**src/rtl/bus_master_arb_pkg.sv**
```systemverilog
// Shared bus definitions for the four-master system bus: widths, active-low
// enable levels, read/write encoding and bus-owner encodings.
package bus_master_arb_pkg;

  localparam int WORD_ADDR_W   = 30;
  localparam int WORD_DATA_W   = 32;
  localparam int BUS_OWNER_W   = 2;
  localparam int BUS_MASTER_CH = 4;

  localparam logic ENABLE_  = 1'b0;
  localparam logic DISABLE_ = 1'b1;
  localparam logic READ     = 1'b1;
  localparam logic WRITE    = 1'b0;

  typedef enum logic [BUS_OWNER_W-1:0] {
    BUS_OWNER_MASTER_0 = 2'd0,
    BUS_OWNER_MASTER_1 = 2'd1,
    BUS_OWNER_MASTER_2 = 2'd2,
    BUS_OWNER_MASTER_3 = 2'd3
  } bus_owner_e;

endpackage

```
**src/rtl/bus_master_mux.sv**
```systemverilog
// Combinational master-to-slave multiplexer: routes the current bus owner's
// address, strobe, read/write and write data onto the shared slave side.
module bus_master_mux
  import bus_master_arb_pkg::*;
(
  input  bus_owner_e              owner,
  input  logic [WORD_ADDR_W-1:0]  m0_addr,
  input  logic                    m0_as_,
  input  logic                    m0_rw,
  input  logic [WORD_DATA_W-1:0]  m0_wr_data,
  input  logic [WORD_ADDR_W-1:0]  m1_addr,
  input  logic                    m1_as_,
  input  logic                    m1_rw,
  input  logic [WORD_DATA_W-1:0]  m1_wr_data,
  input  logic [WORD_ADDR_W-1:0]  m2_addr,
  input  logic                    m2_as_,
  input  logic                    m2_rw,
  input  logic [WORD_DATA_W-1:0]  m2_wr_data,
  input  logic [WORD_ADDR_W-1:0]  m3_addr,
  input  logic                    m3_as_,
  input  logic                    m3_rw,
  input  logic [WORD_DATA_W-1:0]  m3_wr_data,
  output logic [WORD_ADDR_W-1:0]  s_addr,
  output logic                    s_as_,
  output logic                    s_rw,
  output logic [WORD_DATA_W-1:0]  s_wr_data
);

  // No gating: an idle owner is expected to hold its own as_ negated.
  always_comb begin
    s_addr    = m0_addr;
    s_as_     = m0_as_;
    s_rw      = m0_rw;
    s_wr_data = m0_wr_data;
    case (owner)
      BUS_OWNER_MASTER_1: begin
        s_addr    = m1_addr;
        s_as_     = m1_as_;
        s_rw      = m1_rw;
        s_wr_data = m1_wr_data;
      end
      BUS_OWNER_MASTER_2: begin
        s_addr    = m2_addr;
        s_as_     = m2_as_;
        s_rw      = m2_rw;
        s_wr_data = m2_wr_data;
      end
      BUS_OWNER_MASTER_3: begin
        s_addr    = m3_addr;
        s_as_     = m3_as_;
        s_rw      = m3_rw;
        s_wr_data = m3_wr_data;
      end
      default: ;
    endcase
  end

endmodule

```
**src/rtl/bus_master_arb.sv**
```systemverilog
// Four-master bus arbiter: registered owner, one-hot active-low grants and
// owner-driven slave-side mux. Define BUS_ARB_ROUND_ROBIN_EN for round-robin;
// otherwise fixed priority m0 > m1 > m2 > m3.
module bus_master_arb
  import bus_master_arb_pkg::*;
(
  input  logic                    clk,
  input  logic                    reset,
  input  logic                    m0_req_,
  input  logic [WORD_ADDR_W-1:0]  m0_addr,
  input  logic                    m0_as_,
  input  logic                    m0_rw,
  input  logic [WORD_DATA_W-1:0]  m0_wr_data,
  output logic                    m0_grnt_,
  input  logic                    m1_req_,
  input  logic [WORD_ADDR_W-1:0]  m1_addr,
  input  logic                    m1_as_,
  input  logic                    m1_rw,
  input  logic [WORD_DATA_W-1:0]  m1_wr_data,
  output logic                    m1_grnt_,
  input  logic                    m2_req_,
  input  logic [WORD_ADDR_W-1:0]  m2_addr,
  input  logic                    m2_as_,
  input  logic                    m2_rw,
  input  logic [WORD_DATA_W-1:0]  m2_wr_data,
  output logic                    m2_grnt_,
  input  logic                    m3_req_,
  input  logic [WORD_ADDR_W-1:0]  m3_addr,
  input  logic                    m3_as_,
  input  logic                    m3_rw,
  input  logic [WORD_DATA_W-1:0]  m3_wr_data,
  output logic                    m3_grnt_,
  output logic [WORD_ADDR_W-1:0]  s_addr,
  output logic                    s_as_,
  output logic                    s_rw,
  output logic [WORD_DATA_W-1:0]  s_wr_data
);

  bus_owner_e                owner;
  logic [BUS_MASTER_CH-1:0]  req;

  assign req = ~{m3_req_, m2_req_, m1_req_, m0_req_};

  // Only consulted once the current owner has released; returns cur when
  // nobody else is asking so the bus parks on the last master.
  function automatic bus_owner_e pick_owner(input bus_owner_e cur,
                                            input logic [BUS_MASTER_CH-1:0] rq);
    bus_owner_e nxt;
    nxt = cur;
`ifdef BUS_ARB_ROUND_ROBIN_EN
    for (int i = BUS_MASTER_CH - 1; i >= 1; i--) begin
      logic [BUS_OWNER_W-1:0] idx;
      idx = cur + BUS_OWNER_W'(i);
      if (rq[idx]) nxt = bus_owner_e'(idx);
    end
`else
    begin
      logic [BUS_MASTER_CH-1:0] cand;
      cand = rq & ~(BUS_MASTER_CH'(1) << cur);
      for (int i = BUS_MASTER_CH - 1; i >= 0; i--) begin
        if (cand[i]) nxt = bus_owner_e'(BUS_OWNER_W'(i));
      end
    end
`endif
    return nxt;
  endfunction

  always_ff @(posedge clk or negedge reset) begin
    if (!reset) begin
      owner <= BUS_OWNER_MASTER_0;
    end else if (req[owner] != 1'b1) begin
      owner <= pick_owner(owner, req);
    end
  end

  assign m0_grnt_ = (owner == BUS_OWNER_MASTER_0) ? ENABLE_ : DISABLE_;
  assign m1_grnt_ = (owner == BUS_OWNER_MASTER_1) ? ENABLE_ : DISABLE_;
  assign m2_grnt_ = (owner == BUS_OWNER_MASTER_2) ? ENABLE_ : DISABLE_;
  assign m3_grnt_ = (owner == BUS_OWNER_MASTER_3) ? ENABLE_ : DISABLE_;

  bus_master_mux u_mux (
    .owner      (owner),
    .m0_addr    (m0_addr),
    .m0_as_     (m0_as_),
    .m0_rw      (m0_rw),
    .m0_wr_data (m0_wr_data),
    .m1_addr    (m1_addr),
    .m1_as_     (m1_as_),
    .m1_rw      (m1_rw),
    .m1_wr_data (m1_wr_data),
    .m2_addr    (m2_addr),
    .m2_as_     (m2_as_),
    .m2_rw      (m2_rw),
    .m2_wr_data (m2_wr_data),
    .m3_addr    (m3_addr),
    .m3_as_     (m3_as_),
    .m3_rw      (m3_rw),
    .m3_wr_data (m3_wr_data),
    .s_addr     (s_addr),
    .s_as_      (s_as_),
    .s_rw       (s_rw),
    .s_wr_data  (s_wr_data)
  );

endmodule

```
**config.mk**
```make
export PLATFORM = sky130hd
export DESIGN_NAME = bus_master_arb
export DESIGN_NICKNAME = d
export VERILOG_FILES = /design/src/rtl/bus_master_arb_pkg.sv /design/src/rtl/bus_master_mux.sv /design/src/rtl/bus_master_arb.sv
export SDC_FILE = /design/constraint.sdc
export NUM_CORES = 1
export LEC_CHECK = 0
export ABC_AREA = 1
export CAP_MARGIN = 20
export CORE_AREA = 2 2 127 129
export CTS_BUF_LIST = sky130_fd_sc_hd__clkbuf_4 sky130_fd_sc_hd__clkbuf_8
export DETAILED_ROUTE_END_ITERATION = 10
export DIE_AREA = 0 0 129 131
export GPL_TIMING_DRIVEN = 0
export PLACE_DENSITY = 0.62
export SYNTH_ARGS = -nofsm -noshare
export SYNTH_HDL_FRONTEND = slang
export SYNTH_SLANG_ARGS = --single-unit
```
**constraint.sdc**
```tcl
create_clock -name clk -period 1.74 [get_ports clk]
set_clock_uncertainty 0.1 [all_clocks]
set_input_delay 0.522 -clock clk [delete_from_list [all_inputs] [get_ports clk]]
set_output_delay 0.522 -clock clk [all_outputs]
set_load 0.02 [all_outputs]
```
# After elaboration in Yosys (flattened, before gate mapping)

Cells that the tools add are included.

Register bits after elaboration: 2
Input port bits: 262
Output and inout port bits: 68
Logic and storage cells: 27

Order comparisons: 1
Equal/unequal tests: 3
Shift operators: 1
Mux-type cells: 14
Bitwise logic cells: 4
Reductions and logical operators: 3

Operators by type and width:

| kind                                                                  | count |
|---|---|
| 32-bit one-hot mux with 3 select lines                                | 1 |
| 30-bit one-hot mux with 3 select lines                                | 1 |
| 2-bit two-way mux                                                     | 4 |
| 4-bit inverter                                                        | 2 |
| 1-bit one-hot mux with 3 select lines                                 | 2 |
| 1-bit two-way mux                                                     | 5 |
| 4-bit bitwise AND                                                     | 1 |
| 2-bit equality test, second input constant                            | 2 |
| 4-bit nonzero test                                                    | 1 |
| 1-bit by 2-bit left shift with 4-bit output, first input constant     | 1 |
| 2-bit by 3-bit < comparator with 1-bit output, second input constant  | 1 |
| 1-bit binary-select mux with 2-bit select                             | 1 |
| 2-bit by 1-bit equality test with 1-bit output, second input constant | 1 |
| 2-bit logical NOT                                                     | 1 |
| 2-bit AND reduction                                                   | 1 |
| 1-bit inverter                                                        | 1 |

# Depth between registers and ports, before layout

Depth in word-level cells: 7
Depth in mapped cells: 10
Gate-level depth less buffers: 9

# Modules after synthesis

A second synthesis with hierarchy kept.

Cell total of the unflattened synthesis: 408
Area total of the unflattened synthesis: 2219.6 µm²

Modules (own cells, without submodules):

| module         | times used | cells an instance | area each (µm²) | seq. area each (µm²) |
|---|---|---|---|---|
| bus_master_mux | 1          | 369               | 2008.2          | 0.0 |
| bus_master_arb | 1          | 39                | 211.5           | 50.0 |

# Worst setup path before layout

Ideal clock, no wire load.

Kind: reg-to-output
Start point: reg owner[0]
End point: out s_addr[10]
Arrival time: 1343 ps
Data required time: 1118 ps
Path slack: -225 ps
Stages on the path, launching flop included: 8
Path buffers: 2
Cells stage by stage: dfrtp_1 -> buf_2 -> inv_1 -> nand2_1 -> inv_2 -> buf_2 -> nand2_1 -> nand4_1

Longest elaborated chain between the ends: 2

Ends and longest elaborated chain:

| item                                                                                  | line                 | RTL |
|---|---|---|
| start, declared                                                                       | bus_master_arb.sv:39 | `bus_owner_e owner;` |
| start signal, assigned                                                                | bus_master_arb.sv:72 | `owner <= pick_owner(owner, req);` |
| 2-bit equality test or 2-bit by 1-bit equality test with 1-bit output (tied branches) | bus_master_mux.sv:35 | `case (owner)` |
| 30-bit one-hot mux with 3 select lines (*)                                            | bus_master_mux.sv:35 |  |
| end, declared                                                                         | bus_master_arb.sv:33 | `output logic [WORD_ADDR_W-1:0] s_addr,` |

Mark *: on every way between the ends. The rest lies on a longest branch, timed or not.

# Worst setup path in the final report

Start point: reg owner[1]
End point: out s_addr[6]

The elaborated chain is that of the path after synthesis.

==> metrics.txt <==
unrepaired setup endpoints after global routing=true; CTS Buf Count=3; largest registers=owner x2; Reg-to-Reg End=owner[1]; CP max FO=8; number of global-route vias before repair=3723; Die Width=129 um; syn_area_per_cell=4.41 sq um; Setup TNS=-23880 ps; WHS=approximately 380 ps; Worst-Margin Slew=187 ps; crit start category=flip-flop; failing checks=setup timing; drt via density=a little over 4; drt wl/cell=14.9 um; unique cell type count in the Yosys netlist=12; final core utilization=a little under two fifths; Hold WC Path Type=in -> async; Critical Path Sink Type=output port; Initial Utilization=a little over a tenth; Pwr Total=about 8400 uW; Leak=0.00244 uW; CP arrival=around 1600 ps; worst-case clock buffer depth=2; Yosys top cell by area=nand2_1; Critical R2R Launch=owner[1]; CP required=1120 ps; largest net degree at the start of global routing=11; PwrDens=about 1400 nW/um^2; I/O pins=between 300 and 400; Slew Limit Fails=0; fin cells=between 900 and 1000; initial antenna violation count=1; R2R depth=11; initial DRC count=between 100 and 150; share of layout cells above drive strength 1=18.9%; nets@finish=approximately 1000; Site Rows=46; fin crit period=2170 ps; I/O Buffers=~330; Gate Count Post-Synth=between 300 and 400; CTS tree=built; Detail Placement HPWL=about 11 mm; Synth area leaders=nand2_1 61%, nand4_1 23%, buf_2 5.9%; first-pass GRT wire length=between 15 and 20 mm; fin crit share=125%; Final ANT Viol Nets=0; Core Area=approximately 16000 sq um; root buffer cell=clkbuf_8; die footprint=roughly 17000 sq um; Remaining Overflow, GRT=0; max_cap viols=0; final wirelength=approximately 14 mm; register area share after synthesis=2.93%; worst skew pair latency=between 200 and 250 ps; post-synth top area share=about three fifths; final setup fails=66; final hold violation count=0; Placer Congestion=~0.80; CTS Sinks=2; flop-to-flop setup slack=roughly 140 ps; area delta synth->final=241%; die height=between 100 and 150 um; Largest register FFs=2; # fillers=1684; residual DRC count=0; Post-Place Cells=932; clock transition at the registers of the reported paths=about 30 ps; setup ws final=-431 ps; WS Path Type=reg -> out; Max-slew headroom=between 80% and 90%; fmax=461 MHz; syn nets=around 650; synthesized cell area=between 1500 and 2000 sq um; Peak supply drop=around 660 uV; outcome=complete, but fails checks; DR pass1 iterations=4; Synth warnings=0; Max H-tree Level=1; total number of vias=3855; Total Routing Usage GR=about 15%; #FFs+latches synth=2; Biggest register=owner
-- worst max-delay path by stage --
stage               startpoint       endpoint  depth (start not counted)
finish                owner[1]      s_addr[6]                          7
global placement      owner[0]      s_addr[7]                          7
CTS                   owner[1]      s_addr[7]                          6
global route          owner[0]      s_addr[6]                          7
detailed placement    owner[1]  s_wr_data[11]                          6
floorplan             owner[1]     s_addr[10]                          6
-- worst max-delay path: stages, from the launching register on --
cell	delay, ps
dfrtp_2	460
buf_6	160
nand2_8	120
inv_16	70
buf_12	140
nand2_2	50
nand4_1	140
buf_6	180
-- layout make-up --
type / count / area (sq um) / share of cell area, %
tap: 216 / 270 / 4.65
clock buffer: 4 / 48.8 / 0.839
antenna: 1 / 2.50 / 0.0430
multi-input combinational: 349 / 1560 / 26.9
sequential: 2 / 51.3 / 0.882
timing repair buffer: 343 / 3440 / 59.1
timing repair inverter: 2 / 20.0 / 0.344
buffer: 26 / 352 / 6.04
inverter: 10 / 71.3 / 1.23
-- per-layer routing --
| metal | global-route usage (%) | vias up | wire length, um |
|---|---|---|---|
| met5 | 0 | - | 0 |
| met4 | 3.32 | 0 | 264 |
| met3 | 2.69 | 21 | 1100 |
| met2 | 26.7 | 197 | 7010 |
| met1 | 18.4 | 1664 | 5870 |
| li1 | - | 1973 | - |
-- cell families (layout without fill, tap and decap cells) --
logic type             Yosys count  after routing  share of synthesized area, %
other                            0              1                             0
flip-flops                       2              2                          2.93
AO/OA/AOI/OAI                    4              4                          1.17
AND/OR/NAND/NOR                345            345                          85.4
buffers and inverters           36            385                          10.5
-- Yosys cell counts --
master and n:
a21oi_1 3, buf_2 20, buf_4 5, clkbuf_1 1, dfrtp_1 2, inv_1 7, inv_2 3, nand2_1 276
nand3_1 2, nand4_1 64, nor2_1 3, o21ai_0 1
-- power by group --
group          switching, uW  internal, uW  leakage, uW
Sequential              31.9          71.7    0.0000236
Combinational           4240          3810      0.00239
Clock                   44.4           172    0.0000262
Total                   4320          4050      0.00244
-- stage by stage --
step                area [sq um]  worst slack [ps]
finish                      5820              -431
global route                5820              -477
CTS                         5650              -410
detailed placement          5390              -742
global placement            5390              -747
floorplan                   1830             -23.9
-- layout by cell type, fill, tap and decap left out --
master,synthesis,final
a21oi_1,3,3
buf_12,0,5
buf_16,0,2
buf_2,20,6
buf_4,5,37
buf_6,0,45
buf_8,0,10
clkbuf_16,0,2
clkbuf_4,0,2
clkbuf_8,0,3
clkdlybuf4s50_1,0,261
dfrtp_1,2,1
dfrtp_2,0,1
diode_2,0,1
inv_1,7,5
inv_16,0,1
inv_2,3,1
inv_4,0,1
inv_6,0,1
inv_8,0,3
nand2_1,276,258
nand2_2,0,13
nand2_4,0,4
nand2_8,0,1
nand3_1,2,2
nand4_1,64,64
nor2_1,3,2
nor2_4,0,1
o21ai_0,1,1
-- what timing repair did --
item,4_1_cts,5_1_grt
cloned,4,2
hold buffers,0,0
setup endpoints to repair,68,67
resized for setup,406,33
pin swaps,8,2
buffers inserted,9,1
No activity file was read; power rests on OpenSTA's default activity.
